## config.mk

```make
export PLATFORM = sky130hd
export DESIGN_NAME = operand_dispatcher
export DESIGN_NICKNAME = d
export VERILOG_FILES = /design/src/rtl/operand_dispatcher_pkg.sv /design/src/rtl/operand_dispatcher_fifo.sv /design/src/rtl/operand_dispatcher.sv
export SDC_FILE = /design/constraint.sdc
export NUM_CORES = 1
export LEC_CHECK = 0
export ABC_AREA = 1
export BUFFER_PORTS_ARGS = -buffer_cell sky130_fd_sc_hd__buf_2
export CORE_MARGIN = 2
export CORE_UTILIZATION = 49
export DETAILED_ROUTE_END_ITERATION = 10
export PLACE_DENSITY = 0.67
export SLEW_MARGIN = 40
export SYNTH_ARGS = -nofsm -noshare
export SYNTH_HDL_FRONTEND = slang
export SYNTH_SLANG_ARGS = --single-unit
```

## constraint.sdc

```tcl
create_clock -name clk -period 5.5 [get_ports clk]
set_input_delay 0.55 -clock clk [delete_from_list [all_inputs] [get_ports clk]]
set_output_delay 0.55 -clock clk [all_outputs]
set_load 0.02 [all_outputs]
```

## src/rtl/operand_dispatcher_pkg.sv

```systemverilog
// Shared definitions for the operand dispatcher: FSM encoding, defaults,
// and helpers for packing an operand pair into one FIFO word.
package operand_dispatcher_pkg;

  localparam int unsigned DEFAULT_WIDTH = 8;
  localparam int unsigned DEFAULT_DEPTH = 4;

  typedef enum logic [3:0] {
    IDLE  = 4'b0001,
    ISSUE = 4'b0010,
    WAIT  = 4'b0100,
    OUT   = 4'b1000
  } state_t;

  // Operand a occupies the upper half of a FIFO word, operand b the lower half.
  function automatic logic [2*DEFAULT_WIDTH-1:0] pack_pair(
    input logic [DEFAULT_WIDTH-1:0] a,
    input logic [DEFAULT_WIDTH-1:0] b
  );
    return {a, b};
  endfunction

endpackage

```

## src/rtl/operand_dispatcher_fifo.sv

```systemverilog
// Operand-pair FIFO: DEPTH entries of 2*WIDTH bits, power-of-two depth so the
// pointers wrap naturally; level counts occupancy from 0 to DEPTH.
module op_fifo #(
  parameter int unsigned WIDTH = 8,
  parameter int unsigned DEPTH = 4
) (
  input  logic                   clk,
  input  logic                   rst,
  input  logic                   push,
  input  logic                   pop,
  input  logic [2*WIDTH-1:0]     wdata,
  output logic [2*WIDTH-1:0]     rdata,
  output logic [$clog2(DEPTH):0] level,
  output logic                   full,
  output logic                   empty
);

  localparam int unsigned AW = $clog2(DEPTH);
  localparam int unsigned LW = AW + 1;

  logic [2*WIDTH-1:0] mem [DEPTH];
  logic [AW-1:0]      wr_ptr;
  logic [AW-1:0]      rd_ptr;
  logic               do_push;
  logic               do_pop;

  assign full    = (level == LW'(DEPTH));
  assign empty   = (level == '0);
  assign do_push = push & ~full;
  assign do_pop  = pop & ~empty;
  assign rdata   = mem[rd_ptr];

  // Storage carries no reset; only entries below level are ever read.
  always_ff @(posedge clk) begin
    if (do_push) begin
      mem[wr_ptr] <= wdata;
    end
  end

  always_ff @(posedge clk or negedge rst) begin
    if (!rst) begin
      wr_ptr <= '0;
      rd_ptr <= '0;
      level  <= '0;
    end else begin
      if (do_push) begin
        wr_ptr <= wr_ptr + AW'(1);
      end
      if (do_pop) begin
        rd_ptr <= rd_ptr + AW'(1);
      end
      unique case ({do_push, do_pop})
        2'b10:   level <= level + LW'(1);
        2'b01:   level <= level - LW'(1);
        default: level <= level;
      endcase
    end
  end

endmodule

```

## src/rtl/operand_dispatcher.sv

```systemverilog
// Queues operand pairs and feeds them one job at a time to a multiplier
// controller, returning each product over a valid/ready handshake in order.
module operand_dispatcher
  import operand_dispatcher_pkg::*;
#(
  parameter int unsigned WIDTH = DEFAULT_WIDTH,
  parameter int unsigned DEPTH = DEFAULT_DEPTH
) (
  input  logic                   clk,
  input  logic                   rst,
  input  logic                   in_valid,
  output logic                   in_ready,
  input  logic [WIDTH-1:0]       in_a,
  input  logic [WIDTH-1:0]       in_b,
  output logic                   core_start,
  output logic [WIDTH-1:0]       core_a,
  output logic [WIDTH-1:0]       core_b,
  input  logic                   core_done,
  input  logic [2*WIDTH-1:0]     core_result,
  output logic                   out_valid,
  input  logic                   out_ready,
  output logic [2*WIDTH-1:0]     out_result,
  output logic                   busy,
  output logic [$clog2(DEPTH):0] level
);

  state_t             state;
  logic               fifo_push;
  logic               fifo_pop;
  logic               fifo_full;
  logic               fifo_empty;
  logic [2*WIDTH-1:0] head;

  // Full FIFO refuses pushes even when a pop happens in the same cycle.
  assign in_ready  = rst & ~fifo_full;
  assign fifo_push = in_valid & in_ready;
  assign fifo_pop  = (state == IDLE) & ~fifo_empty;
  assign busy      = rst & ((state != IDLE) | ~fifo_empty);

  op_fifo #(
    .WIDTH(WIDTH),
    .DEPTH(DEPTH)
  ) u_fifo (
    .clk  (clk),
    .rst  (rst),
    .push (fifo_push),
    .pop  (fifo_pop),
    .wdata({in_a, in_b}),
    .rdata(head),
    .level(level),
    .full (fifo_full),
    .empty(fifo_empty)
  );

  always_ff @(posedge clk or negedge rst) begin
    if (!rst) begin
      state      <= IDLE;
      core_start <= 1'b0;
      core_a     <= '0;
      core_b     <= '0;
      out_valid  <= 1'b0;
      out_result <= '0;
    end else begin
      unique case (state)
        IDLE: begin
          if (!fifo_empty) begin
            core_a     <= head[2*WIDTH-1:WIDTH];
            core_b     <= head[WIDTH-1:0];
            core_start <= 1'b1;
            state      <= ISSUE;
          end
        end
        ISSUE: begin
          core_start <= 1'b0;
          state      <= WAIT;
        end
        WAIT: begin
          if (core_done) begin
            out_result <= core_result;
            out_valid  <= 1'b1;
            state      <= OUT;
          end
        end
        OUT: begin
          if (out_ready) begin
            out_valid <= 1'b0;
            state     <= IDLE;
          end
        end
        default: begin
          core_start <= 1'b0;
          out_valid  <= 1'b0;
          state      <= IDLE;
        end
      endcase
    end
  end

endmodule

```

Yosys cells after proc, flatten, opt, wreduce, memory -nomap -nowiden
Memory sizes are Yosys's and may differ from the RTL's. A register that Yosys moved wholly into a read port is not among the register bits.
Index checks and enable logic that the tools add are counted.

word-level totals
  memories = 1
  input bits = 37
  logic and storage cells = 56
  output and inout bits = 39
  bits in registers = 29
  latch bits = 0
  memory bits (read-only) = 0
  bits in writable memories = 64

memories
  name        words  bits a word  read ports  clocked after Yosys merged registers in  write ports  line                           text
  u_fifo.mem  4      16           1           1                                        1            operand_dispatcher_fifo.sv:21  logic [2*WIDTH-1:0] mem [DEPTH];

operators by class
  add/subtract/negate cells = 4
  reductions and logical operators = 10
  multiply operators = 0
  bitwise logic cells = 11
  magnitude comparators = 0
  div/mod/pow operators = 0
  shift operators = 0
  eq/ne operators = 11
  multiplexer cells = 12

operators with widths
  cell                   number
  $pmux W4 S4            1
  $mux W4                3
  $and A1 B1 Y1          6
  $ne A2 B2 Y1 const B   3
  $pmux W3 S2            1
  $reduce_and A2 Y1      3
  $reduce_and A3 Y1      2
  $mux W1                5
  $add A2 B1 Y2 const B  2
  $eq A4 B1 Y1 const B   1
  $eq A4 B2 Y1 const B   1
  $eq A4 B3 Y1 const B   1
  $eq A4 B4 Y1 const B   1
  $ne A4 B1 Y1 const B   1
  $not A1 Y1             4
  $reduce_or A2 Y1       2
  $add A3 B1 Y3 const B  1
  $eq A3 B3 Y1 const B   1
  $logic_not A3 Y1       1
  $pmux W1 S3            1
  $sub A3 B1 Y3 const B  1
  $eq A2 B1 Y1 const B   1
  $eq A2 B2 Y1 const B   1
  $pmux W1 S2            1
  other kinds (3)        3

Depth between registers and ports, before layout
  depth after elaboration = 7
  gate-level depth with buffers = 11
  gate-level depth less buffers = 10

Hierarchy
Synthesis repeated with hierarchy kept, for this count alone.

unflattened totals
  cell total of the unflattened synthesis = 427
  area, all modules = 4779.6 um2

by module, submodules not included
  module              cells an instance  times used  sequential area each (um2)  area each (um2)
  op_fifo             248                1           2097.0                      3196.8
  operand_dispatcher  179                1           952.2                       1582.8

Least setup slack after synthesis
No wires, ideal clock.

  path kind = register -> register
  start point = register state[0]
  end point = register u_fifo.level[2]
  data required time = 5369 ps
  period minus slack after synthesis = 2120 ps
  stages on the path, launching flop included = 12
  path slack = 3380 ps
  buffers on the path = 1
  library setup time = 131 ps
  data arrival time = 1989 ps
  path through = dfstp_2 -> inv_1 -> nor2_2 -> nand2_2 -> nor2_4 -> buf_2 -> ha_1 -> inv_1 -> fa_1 -> a21oi_1 -> o21ai_0 -> xor2_1

on the way
  cells in the longest elaborated chain, start to end = 5
  elaborated cells between the ends (all ways) = 7
  those cells by class = eq/ne (3); mux (1); bitwise (2); reduce/logical (1)

ends and longest elaborated chain
  what                                                      line                           text
  from (decl)                                               operand_dispatcher.sv:27       state_t state;
  from (signal assigned)                                    operand_dispatcher.sv:57       state <= IDLE;
  from (signal assigned)                                    operand_dispatcher.sv:70       state <= ISSUE;
  from (signal assigned)                                    operand_dispatcher.sv:75       state <= WAIT;
  $eq A4 B1 Y1 *                                            operand_dispatcher.sv:37       assign fifo_pop = (state == IDLE) & ~fifo_empty;
  $and A1 B1 Y1 *                                           operand_dispatcher.sv:37
  named net fifo_pop                                        operand_dispatcher.sv:29       logic fifo_pop;
  $and A1 B1 Y1 *                                           operand_dispatcher_fifo.sv:30  assign do_pop = pop & ~empty;
  $eq A2 B1 Y1 / $eq A2 B2 Y1 (equally long branches)       operand_dispatcher_fifo.sv:52  unique case ({do_push, do_pop})
  $pmux W3 S2 / $reduce_bool A2 Y1 (equally long branches)  -
  to (signal assigned)                                      operand_dispatcher_fifo.sv:53  2'b10: level <= level + LW'(1);
  to (signal assigned)                                      operand_dispatcher_fifo.sv:54  2'b01: level <= level - LW'(1);
  to (signal assigned)                                      operand_dispatcher_fifo.sv:55  default: level <= level;
  to (decl)                                                 operand_dispatcher_fifo.sv:13  output logic [$clog2(DEPTH):0] level,

The timed path passes the listed nets; every way through them passes the cells marked *.
A chain may end at the register's enable or synchronous reset.

Worst setup path in the final report
  start point = register state[0]
  end point = register u_fifo.level[2]

on the way
  cells in the longest elaborated chain, start to end = 5
  elaborated cells between the ends (all ways) = 7
  those cells by class = eq/ne (3); mux (1); bitwise (2); reduce/logical (1)

ends and longest elaborated chain
  what                                                      line
  $eq A4 B1 Y1 *                                            operand_dispatcher.sv:37
  $and A1 B1 Y1 *                                           operand_dispatcher.sv:37
  $and A1 B1 Y1 *                                           operand_dispatcher_fifo.sv:30
  $eq A2 B1 Y1 / $eq A2 B2 Y1 (equally long branches)       operand_dispatcher_fifo.sv:52
  $pmux W3 S2 / $reduce_bool A2 Y1 (equally long branches)  -

Mark *: on every way between the ends. The rest lies on a longest branch, timed or not.

==> metrics.cfg <==
[yosys]
synth_top_cell_area_share = 0.440
synth_top_family_by_area = simple AND/OR/NAND/NOR gates
mappedNetlistArea_um2 = 4370
syn_inst = 393
post_synth_fa_ha_maj_area_fraction = 0.0189
post_synth_main_area_contributors = edfxtp_1, dfrtp_1, nand2_1
synth.most_common_cell = nand2_1
synth.net_count = 436
async_flop_share = 0.413
yosys_register_bits = 109
yosysSeqAreaShare = 0.698
post_synth_most_frequent_cells = nand2_1, edfxtp_1, nor2_1
synth_cell_type_count = 29
synthesis.area_per_instance_um2 = 11.1
synth_flop_cell = edfxtp_1
yosys.area.top_type = edfxtp_1
complex_gate_fraction_of_the_synthesized_area = 0.0678
post_synth_edffs = 64
synth_xor_xnor_area_share = 0.00802
synth_simple_gate_area_frac = 0.165
synthesis.yosys.warnings = 0
synth.area.mux_share = 0

[routing]
routed_via_density = 4.92
drt_pass1_iterations = 5
route.vias.total = 2866
drt_first_iter_violations = 192
remaining_drc_errors = 0
avgRoutedWirePerCell_um = 13.3
ant_nets = 0
detail_route.wirelength_um = 7750

[worst_hold_path]
worst_hold_path_type = in2async

[clock_network]
tritoncts.num_buffers = 9
worst_skew_pair.late_latency_ns = 0.36
clk_path_buf_depth = 2
cts.clk_slew.worst_paths_ns = 0.10
cts_hold_repair.buffers = 0
clock_tree_from_tritoncts = built
clock_sink_count = 109
post_cts.resized_instances = 0
clock_tree.root_cell = clkbuf_8
cts_setup_buffers = 0
h-tree-depth = 3

[global_route]
first_global_vias = 2757
grt_first_pass_wirelength_um = 13000
grt_max_degree = 48
grt-ovfl-total = 0
number_of_antenna_violations_at_the_first_check_in_global_routing = 0
grt_use_total = 0.171

[pwr]
pwr_per_cell_area_nw_per_um2 = 536
static-leakage-power_nw = 2.26
cellInternalPower_mw = 1.59
combPwrFrac = 0.401
seq_power_share = 0.441
clock_power_share = 0.158
fin_total_pwr_mw = 2.68
netSwitchingPower_mw = 1.09
switching_share = 0.407
worst_ir_drop_vdd_uv = 213

[critical_path]
crit_family = simple AND/OR/NAND/NOR gates
crit_required_ns = 5.75
timing.critical_path.from_type = flip-flop
critical-path-slowest-cell = dfstp_2
critical_path_arrival_ns = 2.67
critical_path_cell_by_cell = inv_1 > nor2_2 > nand2_2 > nor2_4 > ha_1 > inv_1 > fa_1 > a21oi_1 > o21ai_0 > xor2_1
worst_path_largest_cell_delay_ns = 0.55
cp_num_buf_inv = 2
worst-path-max-fanout = 21
crit_path_end_kind = flip-flop
worst_path_most_repeated_cell = inv_1
worstSetupPathType = reg2reg

[final_layout]
final_core_utilization = 0.576
instances_no_fill = 582
layout-area-overhead-vs-synth_pct = 14.3
num_antenna_cells = 0
final_layout_net_count = 512
final_layout_size_suffix_gt1_frac = 0.226

[timing]
timing_worst_slew_pin_value_ns = 0.560
min_period_ns = 2.42
maxSlewViolCount = 0
max_clock_freq_ghz = 0.413
grt_setup_unrepaired = false
final.setup_skew_ns = 0.0120
setup-violations-final = 0
hold_violations = 0
fin_crit_sh = 0.440
least_setup_slack_across_all_paths_after_layout_ns = 3.08
worst_slew_margin_rel = 0.626
final_sum_of_negative_setup_slack_ns = 0

[placed_design]
placement.io_buffers = 75
gp_congestion = 0.733
hpwl_detailed_um = 5220
placed_cell_count = 566
preCtsSetupSlack_ns = 2.97

[floorplan]
core_area_um2 = 8680
die_y_um = 98.4
num_rows = 34
dieArea_um2 = 9690
effective_utilization_at_floorplan = 0.504
die_w_um = 98.4
floorplan.io_pins = 76

[job]
max_cap_violations = 0

[outcome]
status = finished, final reports clean

flip-flops by register name, indices dropped and copies added (netlist names):
name / count
core_a: 8
core_b: 8
core_start: 1
out_result: 16
out_valid: 1
state: 4
u_fifo.level: 3
u_fifo.mem: 64
u_fifo.rd_ptr: 2
u_fifo.wr_ptr: 2
cells by family (layout without fill, tap and decap cells):
logic type | Yosys count | after routing
DFF | 109 | 109
adders and majority gates | 6 | 6
xor gates and xnor gates | 4 | 4
and+or+nand+nor | 179 | 179
buffers and inverters | 37 | 118
AOI/OAI and AO/OA | 58 | 58
cells in the final DEF (no fill, tap or decap), types with 2 or more instances in the layout:
cell and n:
nor2_2 3, nor2_1 60, inv_6 3, a21oi_1 2, xor2_1 3, ha_1 5, edfxtp_1 64, buf_4 6
nand3_1 7, clkbuf_8 9, buf_2 74, inv_2 3, o21ai_1 15, o21bai_1 2, inv_1 18, dfrtp_1 44
nand2_1 105, o21ai_0 38, clkinvlp_4 2
layer usage:
metal | part of all wire | track usage | vias up
met5 | 0 | 0 | -
met4 | 0.016 | 0.0695 | 0
met3 | 0.077 | 0.0262 | 11
met2 | 0.43 | 0.263 | 104
met1 | 0.48 | 0.249 | 1309
li1 | - | - | 1442
final timing paths:
| check | startpoint | to | slack [ns] | cells past startpoint |
|---|---|---|---|---|
| max in group asynchronous | rst | core_b[1] | 4.94 | 1 |
| hold reg to reg | out_result[12] | out_result[12] | 0.47 | 2 |
| setup reg to reg | state[0] | u_fifo.level[2] | 3.08 | 10 |
| hold / removal | rst | state[3] | 0.16 | 1 |
| setup / recovery | state[0] | u_fifo.level[2] | 3.08 | 10 |
| min in group clk | core_result[12] | out_result[12] | 0.39 | 3 |
per-stage QoR:
stage / hold slack, ns / area, um^2
floorplan: 0.254 / 4370
global placement: 0.448 / 4820
detailed placement: 0.457 / 4820
CTS: 0.180 / 5000
global route: 0.199 / 5000
finish: 0.157 / 5000
power by group through the flow:
stage | Clock (mW) | Combinational, mW | Sequential [mW]
finish | 0.423 | 1.07 | 1.18
global route | 0.466 | 1.22 | 1.20
CTS | 0.436 | 1.09 | 1.18
detailed placement | 0 | 1.09 | 1.20
global placement | 0 | 1.06 | 1.19
floorplan | 0 | 0.632 | 1.35
cell type report:
class	count	area [um^2]
Tap cell	108	135
Clock inverter	7	50.0
Clock buffer	9	124
Multi-Input combinational cell	247	1140
Fill cell	733	3680
Timing Repair Buffer	80	415
Inverter	22	87.6
Sequential cell	109	3050
(Power assumes the default switching activity.)
